===== src/rtl/obuf_reader_if.sv =====
// ---------------------------------------------------------------------------
// obuf_reader_if
// Bundles the output-buffer FIFO read port and the downstream pixel
// valid/ready stream of obuf_reader.
// Revision: 1.0
// ---------------------------------------------------------------------------
`default_nettype none

interface obuf_reader_if;
   // FIFO read side
   logic        o_obuf_rd;
   logic [15:0] i_obuf_data;
   logic        i_obuf_empty;
   // Downstream pixel stream
   logic        o_pix_valid;
   logic        i_pix_ready;
   logic [15:0] o_pix_data;
   logic [9:0]  o_pix_x;
   logic [8:0]  o_pix_y;
   logic        o_pix_sof;
   logic        o_pix_eol;
   logic        o_pix_eof;

   // Reader side
   modport master (
      output o_obuf_rd,
      input  i_obuf_data,
      input  i_obuf_empty,
      output o_pix_valid,
      input  i_pix_ready,
      output o_pix_data,
      output o_pix_x,
      output o_pix_y,
      output o_pix_sof,
      output o_pix_eol,
      output o_pix_eof
   );

   // FIFO / consumer side
   modport slave (
      input  o_obuf_rd,
      output i_obuf_data,
      output i_obuf_empty,
      input  o_pix_valid,
      output i_pix_ready,
      input  o_pix_data,
      input  o_pix_x,
      input  o_pix_y,
      input  o_pix_sof,
      input  o_pix_eol,
      input  o_pix_eof
   );
endinterface

`default_nettype wire


===== src/rtl/obuf_reader.sv =====
// ---------------------------------------------------------------------------
// obuf_reader
// Reads RGB565 words from the output-buffer FIFO, tags them with frame
// coordinates and start/end flags, and presents them on a valid/ready
// stream through a 3-entry skid buffer. Words arriving outside a frame
// are drained and counted.
// Revision: 1.0
// ---------------------------------------------------------------------------
`default_nettype none

module obuf_reader #(
   parameter int H_ACTIVE = 640,
   parameter int V_ACTIVE = 480
) (
   input  wire logic        i_clk,
   input  wire logic        i_rst,
   input  wire logic        i_enable,
   input  wire logic        i_frame_start,
   obuf_reader_if.master    bus,
   output logic             o_err_short,
   output logic [15:0]      o_drop_cnt
);

   localparam logic [9:0] X_LAST = 10'(H_ACTIVE - 1);
   localparam logic [8:0] Y_LAST = 9'(V_ACTIVE - 1);

   typedef enum logic [1:0] {
      IDLE     = 2'd0,
      WAIT_SOF = 2'd1,
      ACTIVE   = 2'd2
   } state_t;

   typedef struct packed {
      logic [15:0] data;
      logic [9:0]  x;
      logic [8:0]  y;
      logic        sof;
      logic        eol;
      logic        eof;
   } entry_t;

   state_t      state;
   state_t      state_nxt;

   entry_t      fifo_mem [3];
   entry_t      head;
   entry_t      new_entry;
   logic [1:0]  count;
   logic [1:0]  wr_ptr;
   logic [1:0]  rd_ptr;
   logic        inflight;
   logic [9:0]  wx;
   logic [8:0]  wy;
   logic [15:0] drop_cnt;
   logic        err_short;

   logic        pix_valid;
   logic        pop;
   logic        wr;
   logic        rd;
   logic        drop;
   logic        restart;
   logic        frame_done;
   logic        flush;
   logic        err_nxt;

   assign head       = fifo_mem[rd_ptr];
   assign pix_valid  = (count != 2'd0);
   assign pop        = pix_valid && bus.i_pix_ready;
   // The frame ends when the pixel carrying eof is accepted downstream.
   assign frame_done = (state == ACTIVE) && pop && head.eof;
   assign restart    = i_enable && i_frame_start && (state != IDLE);
   // Disable, restart and frame end all abandon whatever is buffered or in flight.
   assign flush      = !i_enable || restart || frame_done;
   // Issue a read only when the returning word is guaranteed a buffer slot;
   // the downstream ready is deliberately not part of this decision.
   assign rd         = (state != IDLE) && !bus.i_obuf_empty &&
                       (({1'b0, count} + {2'b00, inflight}) < 3'd3) &&
                       i_enable && !i_frame_start;
   assign wr         = (state == ACTIVE) && inflight && !flush;
   assign drop       = (state == WAIT_SOF) && inflight;
   assign err_nxt    = (state == ACTIVE) && i_enable && i_frame_start && !frame_done;

   assign new_entry.data = bus.i_obuf_data;
   assign new_entry.x    = wx;
   assign new_entry.y    = wy;
   assign new_entry.sof  = (wx == 10'd0) && (wy == 9'd0);
   assign new_entry.eol  = (wx == X_LAST);
   assign new_entry.eof  = (wx == X_LAST) && (wy == Y_LAST);

   assign bus.o_obuf_rd   = rd;
   assign bus.o_pix_valid = pix_valid;
   assign bus.o_pix_data  = pix_valid ? head.data : 16'd0;
   assign bus.o_pix_x     = pix_valid ? head.x    : 10'd0;
   assign bus.o_pix_y     = pix_valid ? head.y    : 9'd0;
   assign bus.o_pix_sof   = pix_valid && head.sof;
   assign bus.o_pix_eol   = pix_valid && head.eol;
   assign bus.o_pix_eof   = pix_valid && head.eof;
   assign o_err_short     = err_short;
   assign o_drop_cnt      = drop_cnt;

   // State register
   always_ff @(posedge i_clk or posedge i_rst) begin
      if (i_rst) begin
         state <= IDLE;
      end else begin
         state <= state_nxt;
      end
   end

   // Next-state logic; disable overrides everything
   always_comb begin
      state_nxt = state;
      if (!i_enable) begin
         state_nxt = IDLE;
      end else begin
         case (state)
            IDLE:     state_nxt = WAIT_SOF;
            WAIT_SOF: if (i_frame_start) state_nxt = ACTIVE;
            ACTIVE: begin
               if (i_frame_start)   state_nxt = ACTIVE;
               else if (frame_done) state_nxt = WAIT_SOF;
            end
            default:  state_nxt = IDLE;
         endcase
      end
   end

   // Buffer storage; entries are only meaningful below count, so no reset
   always_ff @(posedge i_clk) begin
      if (wr) begin
         fifo_mem[wr_ptr] <= new_entry;
      end
   end

   // Buffer pointers, occupancy, in-flight tracking and write-side coordinates
   always_ff @(posedge i_clk or posedge i_rst) begin
      if (i_rst) begin
         count    <= 2'd0;
         wr_ptr   <= 2'd0;
         rd_ptr   <= 2'd0;
         inflight <= 1'b0;
         wx       <= 10'd0;
         wy       <= 9'd0;
      end else begin
         inflight <= rd;
         if (flush) begin
            count  <= 2'd0;
            wr_ptr <= 2'd0;
            rd_ptr <= 2'd0;
            wx     <= 10'd0;
            wy     <= 9'd0;
         end else begin
            if (wr) begin
               wr_ptr <= (wr_ptr == 2'd2) ? 2'd0 : wr_ptr + 2'd1;
               if (wx == X_LAST) begin
                  wx <= 10'd0;
                  wy <= (wy == Y_LAST) ? 9'd0 : wy + 9'd1;
               end else begin
                  wx <= wx + 10'd1;
               end
            end
            if (pop) begin
               rd_ptr <= (rd_ptr == 2'd2) ? 2'd0 : rd_ptr + 2'd1;
            end
            case ({wr, pop})
               2'b10:   count <= count + 2'd1;
               2'b01:   count <= count - 2'd1;
               default: count <= count;
            endcase
         end
      end
   end

   // Short-frame pulse and saturating drop counter
   always_ff @(posedge i_clk or posedge i_rst) begin
      if (i_rst) begin
         err_short <= 1'b0;
         drop_cnt  <= 16'd0;
      end else begin
         err_short <= err_nxt;
         if (drop && (drop_cnt != 16'hFFFF)) begin
            drop_cnt <= drop_cnt + 16'd1;
         end
      end
   end

   // A returning word must always find a free slot
   a_no_write_when_full : assert property (@(posedge i_clk) disable iff (i_rst)
      !(wr && (count == 2'd3)));

endmodule

`default_nettype wire


===== src/flat_wrapper.sv =====
// flat-port wrapper written by rule: the top's interface ports become plain ports
module obuf_reader_flat 
#(
   parameter int H_ACTIVE = 640,
   parameter int V_ACTIVE = 480
)
  (i_clk, i_rst, i_enable, i_frame_start, o_err_short, o_drop_cnt, bus_o_obuf_rd, bus_i_obuf_data, bus_i_obuf_empty, bus_o_pix_valid, bus_i_pix_ready, bus_o_pix_data, bus_o_pix_x, bus_o_pix_y, bus_o_pix_sof, bus_o_pix_eol, bus_o_pix_eof);
  obuf_reader_if bus_i ();
  input  wire logic i_clk;
  input  wire logic i_rst;
  input  wire logic i_enable;
  input  wire logic i_frame_start;
  output logic o_err_short;
  output logic [15:0] o_drop_cnt;
  output wire logic [$bits(bus_i.o_obuf_rd)-1:0] bus_o_obuf_rd;
  input wire logic [$bits(bus_i.i_obuf_data)-1:0] bus_i_obuf_data;
  input wire logic [$bits(bus_i.i_obuf_empty)-1:0] bus_i_obuf_empty;
  output wire logic [$bits(bus_i.o_pix_valid)-1:0] bus_o_pix_valid;
  input wire logic [$bits(bus_i.i_pix_ready)-1:0] bus_i_pix_ready;
  output wire logic [$bits(bus_i.o_pix_data)-1:0] bus_o_pix_data;
  output wire logic [$bits(bus_i.o_pix_x)-1:0] bus_o_pix_x;
  output wire logic [$bits(bus_i.o_pix_y)-1:0] bus_o_pix_y;
  output wire logic [$bits(bus_i.o_pix_sof)-1:0] bus_o_pix_sof;
  output wire logic [$bits(bus_i.o_pix_eol)-1:0] bus_o_pix_eol;
  output wire logic [$bits(bus_i.o_pix_eof)-1:0] bus_o_pix_eof;
  assign bus_o_obuf_rd = bus_i.o_obuf_rd;
  assign bus_i.i_obuf_data = bus_i_obuf_data;
  assign bus_i.i_obuf_empty = bus_i_obuf_empty;
  assign bus_o_pix_valid = bus_i.o_pix_valid;
  assign bus_i.i_pix_ready = bus_i_pix_ready;
  assign bus_o_pix_data = bus_i.o_pix_data;
  assign bus_o_pix_x = bus_i.o_pix_x;
  assign bus_o_pix_y = bus_i.o_pix_y;
  assign bus_o_pix_sof = bus_i.o_pix_sof;
  assign bus_o_pix_eol = bus_i.o_pix_eol;
  assign bus_o_pix_eof = bus_i.o_pix_eof;
  obuf_reader #(.H_ACTIVE(H_ACTIVE), .V_ACTIVE(V_ACTIVE)) u_core (.i_clk(i_clk), .i_rst(i_rst), .i_enable(i_enable), .i_frame_start(i_frame_start), .bus(bus_i), .o_err_short(o_err_short), .o_drop_cnt(o_drop_cnt));
endmodule

===== config.mk =====
export PLATFORM = sky130hd
export DESIGN_NAME = obuf_reader_flat
export DESIGN_NICKNAME = d
export VERILOG_FILES = /design/src/rtl/obuf_reader_if.sv /design/src/rtl/obuf_reader.sv /design/src/flat_wrapper.sv
export SDC_FILE = /design/constraint.sdc
export NUM_CORES = 1
export LEC_CHECK = 0
export BUFFER_PORTS_ARGS = -buffer_cell sky130_fd_sc_hd__buf_2
export CAP_MARGIN = 0
export CORE_MARGIN = 4
export CORE_UTILIZATION = 63
export DETAILED_ROUTE_END_ITERATION = 12
export GPL_TIMING_DRIVEN = 0
export PLACE_DENSITY = 0.85
export SYNTH_ARGS = -nofsm -noshare
export SYNTH_HDL_FRONTEND = slang
export SYNTH_SLANG_ARGS = --single-unit

===== constraint.sdc =====
create_clock -name i_clk -period 12.2 [get_ports i_clk]
set_input_delay 1.22 -clock i_clk [delete_from_list [all_inputs] [get_ports i_clk]]
set_output_delay 1.22 -clock i_clk [all_outputs]
set_load 0.02 [all_outputs]

* Yosys cells after proc, flatten, opt, wreduce, memory -nomap -nowiden
Memories as Yosys holds them, arrays and structs flattened.
Index checks and enable logic that the tools add are counted.
** Operators by class
- Reductions and logical operators :: 39
- $lt $le $gt $ge :: 1
- Muxes and demuxes :: 25
- $add $sub $neg :: 8
- Eq/ne operators :: 11
** Operators with widths (count)
- 9-bit two-way mux :: 5
- 10-bit two-way mux :: 4
- 2-bit two-way mux :: 11
- 1-bit logical AND :: 21
- 16-bit by 1-bit adder with 16-bit output, second input constant :: 1
- 16-bit two-way mux :: 1
- 16-bit != test, second input constant :: 1
- 10-bit by 1-bit adder with 10-bit output, second input constant :: 1
- 10-bit == test, second input constant :: 1
- 10-bit zero test :: 1
- 2-bit nonzero test :: 5
- 9-bit by 1-bit adder with 9-bit output, second input constant :: 1
- 9-bit == test, second input constant :: 1
- 9-bit zero test :: 1
- 2-bit == test, second input constant :: 4
- 2-bit by 1-bit adder with 2-bit output, second input constant :: 3
- 2-bit case mux with 3 select lines :: 1
- 1-bit zero test :: 5
- 2-bit by 1-bit == test with 1-bit output, second input constant :: 2
- 4-bit by 3-bit != test with 1-bit output, second input constant :: 1
- 2-bit case mux with 2 select lines :: 1
- 2-bit AND reduction :: 2
- 2-bit by 1-bit adder with 3-bit output :: 1
- 3-bit by 2-bit less-than comparator with 1-bit output, second input constant :: 1
- other kinds (6) :: 8
** Word-level totals
- Bits in writable memories :: 114
- Input port bits :: 22
- Output and inout port bits :: 57
- Logic and storage cells :: 94
- Memories :: 1
- Register bits :: 45
** Memories
- u_core.fifo_mem :: words 3, bits a word 38, read ports 1, clocked after Yosys merged registers in 0, write ports 1, RTL line obuf_reader.sv:45 : entry_t fifo_mem [3];

* Depth between registers and ports, before layout
Gate-level depths: netlist (run 1).
- Depth after elaboration :: 10
- Depth in mapped cells :: 7
- Depth with buffers taken out :: 5

* Worst setup path before layout (run 1)
No wires, ideal clock.
- Path kind :: input -> register
- From :: input port i_frame_start
- To :: memory u_core.fifo_mem[2][0] (netlist bit), enable pin
- Arrival :: 4.311 ns
- Buffers on the path :: 0
- Path slack :: 7.409 ns
- Library setup time :: 0.480 ns
- Required time :: 11.720 ns
- Stages on the path :: 4
- Cells stage by stage :: o21ai_0 and2_1 o21ai_2 nor3_1
** On the way
- Cells in the longest elaborated chain, start to end :: 8
** RTL lines
- start: declaration :: RTL line flat_wrapper.sv:12 : input wire logic i_frame_start;
- 1-bit logical AND (2 in series) :: RTL line obuf_reader.sv:72 : assign restart = i_enable && i_frame_start && (state != IDLE);
- 1-bit logical OR (2 in series) :: RTL line obuf_reader.sv:74 : assign flush = !i_enable || restart || frame_done;
- 1-bit zero test :: RTL line obuf_reader.sv:80 : assign wr = (state == ACTIVE) && inflight && !flush;
- 1-bit logical AND :: RTL line obuf_reader.sv:80
- 1-bit two-way mux :: RTL line obuf_reader.sv:131 : if (wr) begin
- 1-bit two-way mux (not written as such) :: RTL line obuf_reader.sv:132 : fifo_mem[wr_ptr] <= new_entry;
- end: declaration :: RTL line obuf_reader.sv:45
No other way between the ends.

* Worst setup path after layout (run 1)
- From :: register u_core.count[0]
- To :: output port bus_o_pix_y[2]
** On the way
- Cells in the longest elaborated chain, start to end :: 2
** RTL lines
- start: declaration :: RTL line obuf_reader.sv:48 : logic [1:0] count;
- start signal: assignment :: RTL line obuf_reader.sv:167 : 2'b10: count <= count + 2'd1;
- start signal: assignment :: RTL line obuf_reader.sv:168 : 2'b01: count <= count - 2'd1;
- start signal: assignment :: RTL line obuf_reader.sv:169 : default: count <= count;
- 2-bit nonzero test :: RTL line obuf_reader.sv:68 : assign pix_valid = (count != 2'd0);
- 9-bit two-way mux :: RTL line obuf_reader.sv:95 : assign bus.o_pix_y = pix_valid ? head.y : 9'd0;
- end: declaration :: RTL line flat_wrapper.sv:22 : output wire logic [$bits(bus_i.o_pix_y)-1:0] bus_o_pix_y;
No other way between the ends.

==> results.yml, run 1 <==
status:
  status: "finished clean"
routing:
  drc_errors: 0
  viasPerCell: 6.07
  routedWlPerCell_um: 19.0
  drt_first_pass_iters: 5
  antenna_left: 0
  wirelength_um: 15100
  num_vias: 4831
  drt_iter0_markers: 424
placement:
  placed_cell_area_um2: 7560
  port_buffers: 78
  gp_congestion: 0.868
  dpl.hpwl_um: 9830
cells_and_area:
  final_cell_mix: "114 x edfxtp_1, 92 x nor2_1, 87 x buf_2"
  fin_nets: 676
  syn_to_final_growth_pct: 18.1
  antennaDiodeCount: 0
  fill_cells: 639
  multi_input_area_um2: 2150
  drive_gt1_frac: 0.217
  layout_commonest_cell: "edfxtp_1"
  fin_area_um2: 8110
  register_area_um2: 4550
power:
  swShare: 0.219
  leakage_nw: 3.22
  intPower_mw: 0.866
  p_sw_mw: 0.243
  powerDensity_nw_per_um2: 137
  irDropWorstVdd_mv: 0.100
  p_clk_frac: 0.441
  seqPwrFrac: 0.528
  comb_power_share: 0.031
clock_tree:
  cts_tree: "yes"
  cts-buffers-inserted: 17
  clockBufferDepth: 2
  clock-sinks: 159
  postCtsSetupBuffers: 0
  cts_max_level: 4
  cts-root-buf: "clkbuf_8"
  holdBufCountCts: 0
  insertion_delay_ns: 0.53
  cts_resized: 0
  cts.clk_slew.worst_paths_ns: 0.07
synthesis:
  ys_seq_elements: 159
  synthFlopType: "edfxtp_1"
  synth_top_area_frac: 0.498
  netlist_instances: 544
  post_synth.cell_area_avg_um2: 12.6
  async_flop_share: 0.283
  netlist_area_um2: 6870
  synth_warnings: 0
  ys_top_cells_by_area: "edfxtp_1 50%, dfrtp_1 16%, mux2i_1 5.4%, nor2_1 5.1%, a21oi_1 3.9%"
  synth_edf_count: 114
  yosysTopAreaCell: "edfxtp_1"
  ys_seq_area_frac: 0.662
  syn-num-nets: 573
  ys_types: 50
die:
  core_um2: 10500
  dieArea_um2: 12600
  start_util: 0.657
  die_y_um: 112
  io_pins: 79
  core.rowCount: 37
  die_w_um: 112
timing:
  finalSetupViolCount: 0
  slew_headroom: 0.360
  post-route-period-util: 0.308
  worstMarginPinSlew_ns: 0.954
  hold_viol: 0
  rsz0062_at_grt: "false"
  skew_ns: 0.0105
  fmax_ghz: 0.266
  slew_viol_final: 0
  fin_tns_setup_ns: 0
  fin_crit_ns: 3.76
hold_path:
  min-delay-path-class: "register to register"
worst_setup_path:
  crit_fanout: 10
  cp-start-kind: "register"
  required_ns: 10.98
  cp_data_arrival_time_ns: 2.54
  end_kind: "output pin"
  crit_type: "register to output pin"
global_route:
  grt_max_degree: 28
  grt_pass1_wl_um: 24700
  antenna_found_initial: 0
  grt_pass1_vias: 4981
  grt_use_total: 0.251
  globalRouteOverflowTotal: 0
run:
  maxCapViolations: 0
==> flip-flops by register name, indices dropped and copies added, names as in the netlist <==
register / flops
u_core.fifo_mem: 114
u_core.o_drop_cnt: 16
u_core.wx: 10
u_core.wy: 9
u_core.count: 2
u_core.rd_ptr: 2
u_core.state: 2
u_core.wr_ptr: 2
u_core.inflight: 1
u_core.o_err_short: 1
==> area by class of cell <==
class | count | share of cell area
plain buffers | 28 | 0.0191
clock buffers | 17 | 0.0510
clock inverters | 15 | 0.0171
inverters | 9 | 0.00416
multi-input cells | 348 | 0.265
flip-flops and latches | 159 | 0.561
well taps | 136 | 0.0210
repair buffers | 84 | 0.0615
==> synthesized netlist by cell type (all sizes together), types with 2 or more instances <==
cell type  number
nand4b          2
xor2           16
edfxtp        114
nor2           93
inv             9
a31oi           3
mux2i          37
and2            4
or3             3
dfrtp          45
a21oi          55
nor4            7
o2111ai         3
nor3            9
nor3b           2
o21ai          10
nand2          27
nand4          14
and4            8
and3            6
clkbuf          7
mux2            2
a211oi          3
nand3b          2
nor4bb          2
nand3          12
and3b           2
xnor2           8
buf            21
a21boi          2
ha              7
==> critical path, stage by stage (launching register included) <==
cell and delay [ns]:
dfrtp_1 0.45, nor2_1 0.20, clkbuf_1 0.54, buf_1 0.48, nor2_1 0.15, buf_2 0.19
==> final timing paths <==
check,end,startpoint,slack (ns),cells after the start
worst max register to register,u_core.fifo_mem[2][23],u_core.rd_ptr[0],9.07,8
min in group asynchronous,u_core.inflight,i_rst,0.69,2
worst min register to register,u_core.o_drop_cnt[7],u_core.o_drop_cnt[7],0.50,1
max in group asynchronous,u_core.wx[3],i_rst,11.02,3
worst min-delay path,u_core.o_drop_cnt[7],u_core.o_drop_cnt[7],0.50,1
worst max-delay path,bus_o_pix_y[2],u_core.count[0],8.44,5
==> metrics by stage <==
stage,hold WS (ns),worst slack (ns),cells,util,power [mW]
2_1_floorplan,0.513,7.41,544,-,0.615
3_3_place_gp,0.472,5.39,758,0.710,0.628
3_5_place_dp,0.486,8.53,764,0.723,0.631
4_1_cts,0.499,8.45,796,0.775,1.11
5_1_grt,0.510,8.27,796,0.775,1.14
6_report,0.499,8.44,796,0.775,1.11
==> routing by layer <==
layer	vias up	global-route usage	wire length, um
li1	2207	-	-
met1	2354	0.300	5750
met2	223	0.434	7770
met3	47	0.0544	1020
met4	0	0.123	566
met5	-	0	0
==> cells by family (layout without fill, tap and decap cells) <==
group	count (synthesis)	in the layout	synth area share
compound gates	80	80	0.0679
xor+xnor	24	24	0.0306
fa+ha+maj	7	7	0.0127
buf+inv	37	153	0.0275
flops	159	159	0.662
mux	39	39	0.0577
simple gates	198	198	0.141
==> power by group through the flow <==
stage,Sequential (mW),Clock [mW],Combinational (mW)
2_1_floorplan,0.599,0,0.0159
3_3_place_gp,0.596,0,0.0321
3_5_place_dp,0.596,0,0.0345
4_1_cts,0.585,0.492,0.0347
5_1_grt,0.586,0.520,0.0376
6_report,0.585,0.489,0.0342
No activity file was read; power rests on OpenSTA's default activity.
==> inputs of run 2 (changes only) <==
--- a/config.mk
+++ b/config.mk
@@ -8,10 +8,10 @@
 export BUFFER_PORTS_ARGS = -buffer_cell sky130_fd_sc_hd__buf_2
 export CAP_MARGIN = 0
 export CORE_MARGIN = 4
-export CORE_UTILIZATION = 63
+export CORE_UTILIZATION = 58
 export DETAILED_ROUTE_END_ITERATION = 12
 export GPL_TIMING_DRIVEN = 0
-export PLACE_DENSITY = 0.85
+export PLACE_DENSITY = 0.79
 export SYNTH_ARGS = -nofsm -noshare
 export SYNTH_HDL_FRONTEND = slang
 export SYNTH_SLANG_ARGS = --single-unit
==> constraint.sdc (replaced) <==
create_clock -name i_clk -period 3.8 [get_ports i_clk]
set_input_delay 0.38 -clock i_clk [delete_from_list [all_inputs] [get_ports i_clk]]
set_output_delay 0.38 -clock i_clk [all_outputs]
set_load 0.02 [all_outputs]
==> results.yml, run 2 (synthesis results as in run 1) <==
timing:
  finalWorstSetupSlack_ns: 1.09
  fmax_ghz: 0.369
  fin_crit_ns: 2.71
  hold_viol: 0
  fin_tns_setup_ns: 0
  skew_ns: 0.00757
  slew_headroom: 0.501
  post-route-period-util: 0.713
  slew_viol_final: 0
  worstMarginPinSlew_ns: 0.746
  hold_ws_ns: 0.159
  finalSetupViolCount: 0
  rsz0062_at_grt: "false"
worst_setup_path:
  cp_data_arrival_time_ns: 2.33
  cp-start-kind: "register"
  r2r_start: "u_core.rd_ptr[0]"
  required_ns: 3.42
  end_kind: "output pin"
  crit_fanout: 10
  crit_path_start: "u_core.rd_ptr[1]"
  crit_type: "register to output pin"
cells_and_area:
  fin_nets: 676
  syn_to_final_growth_pct: 19.1
  layout_commonest_cell: "edfxtp_1"
  fin_cells: 803
  antennaDiodeCount: 0
  drive_gt1_frac: 0.214
  regMostFlops: "u_core.fifo_mem"
  register_area_um2: 4550
  final_cell_mix: "114 x edfxtp_1, 92 x nor2_1, 87 x buf_2"
  largest_register_ffs: 114
  fill_cells: 814
  multi_input_area_um2: 2160
die:
  core_um2: 11500
  dieArea_um2: 13700
  die_w_um: 117
  io_pins: 79
  die_y_um: 117
  start_util: 0.597
  core.rowCount: 39
placement:
  placed_cells: 770
  dp_slack_ns: 1.08
  gp_congestion: 0.822
  port_buffers: 78
  dpl.hpwl_um: 9450
global_route:
  antenna_found_initial: 0
  grt_max_degree: 26
  grt_use_total: 0.217
  grt_pass1_vias: 4523
  globalRouteOverflowTotal: 0
  grt_pass1_wl_um: 22400
clock_tree:
  cts_tree: "yes"
  cts_max_level: 4
  postCtsSetupBuffers: 0
  clock-sinks: 159
  insertion_delay_ns: 0.42
  cts-root-buf: "clkbuf_16"
  clockBufferDepth: 2
  cts.clk_slew.worst_paths_ns: 0.06
  cts_resized: 0
  cts-buffers-inserted: 17
  holdBufCountCts: 1
routing:
  num_vias: 4657
  routedWlPerCell_um: 17.3
  wirelength_um: 13900
  drt_iter0_markers: 429
  drc_errors: 0
  antenna_left: 0
  viasPerCell: 5.80
  drt_first_pass_iters: 5
power:
  irDropWorstVdd_mv: 0.264
  power_mw: 3.64
  powerDensity_nw_per_um2: 445
  leakage_nw: 3.23
hold_path:
  min-delay-path-class: "primary input to register"
  min-delay-start: "bus_i_obuf_data[0]"
status:
  status: "finished clean"
run:
  maxCapViolations: 0
run 2: cell count changes in the layout (fill, tap and decap cells not counted), sizes merged:
cell / change
dlygate4sd3: +1
clkbuf: +2
buf: -1
clkinvlp: +1
bufinv: +1
clkinv: -3
inv: -1
run 2: path summary, 6_finish.rpt:
| check | endpoint | slack, ns | cells after the start |
|---|---|---|---|
| min in group asynchronous | u_core.wy[7] | 0.53 | 3 |
| worst max register to register | u_core.fifo_mem[1][27] | 1.09 | 7 |
| max in group asynchronous | u_core.wx[2] | 2.78 | 4 |
| worst max-delay path | bus_o_pix_x[7] | 1.09 | 6 |
| worst min-delay path | u_core.fifo_mem[0][22] | 0.16 | 1 |
| worst min register to register | u_core.o_drop_cnt[7] | 0.50 | 1 |
run 2: metrics by stage:
step	cell area [um2]	utilization
after floorplan	6880	-
after global placement	7440	0.646
after detailed placement	7590	0.659
after CTS	8180	0.711
after global routing	8180	0.711
final	8180	0.711
run 2: critical path, stage by stage, from the launching register on:
cell      delay, ns
dfrtp_1        0.34
buf_2          0.23
buf_1          0.45
clkbuf_1       0.45
a21oi_1        0.15
nor2_1         0.12
buf_2          0.17
run 2: cell type report:
cell class / instances / area share
clock buffers: 19 / 0.0541
clock inverters: 13 / 0.0170
inverters: 9 / 0.00413
plain buffers: 28 / 0.0190
multi-input cells: 348 / 0.264
flip-flops and latches: 159 / 0.556
well taps: 143 / 0.0219
repair buffers: 84 / 0.0642
run 2: per-layer routing:
layer / GRT usage / up-vias / share of wire
met5: 0 / - / 0
met3: 0.0602 / 17 / 0.061
met2: 0.360 / 161 / 0.50
met1: 0.284 / 2278 / 0.43
li1: - / 2201 / -
met4: 0.0604 / 0 / 0.012
run 2: power breakdown:
part	internal [mW]	switching [mW]	total, mW	leakage, nW
logic	0.0426	0.0707	0.113	1.30
clock network	0.984	0.662	1.65	0.273
registers	1.86	0.0157	1.88	1.66
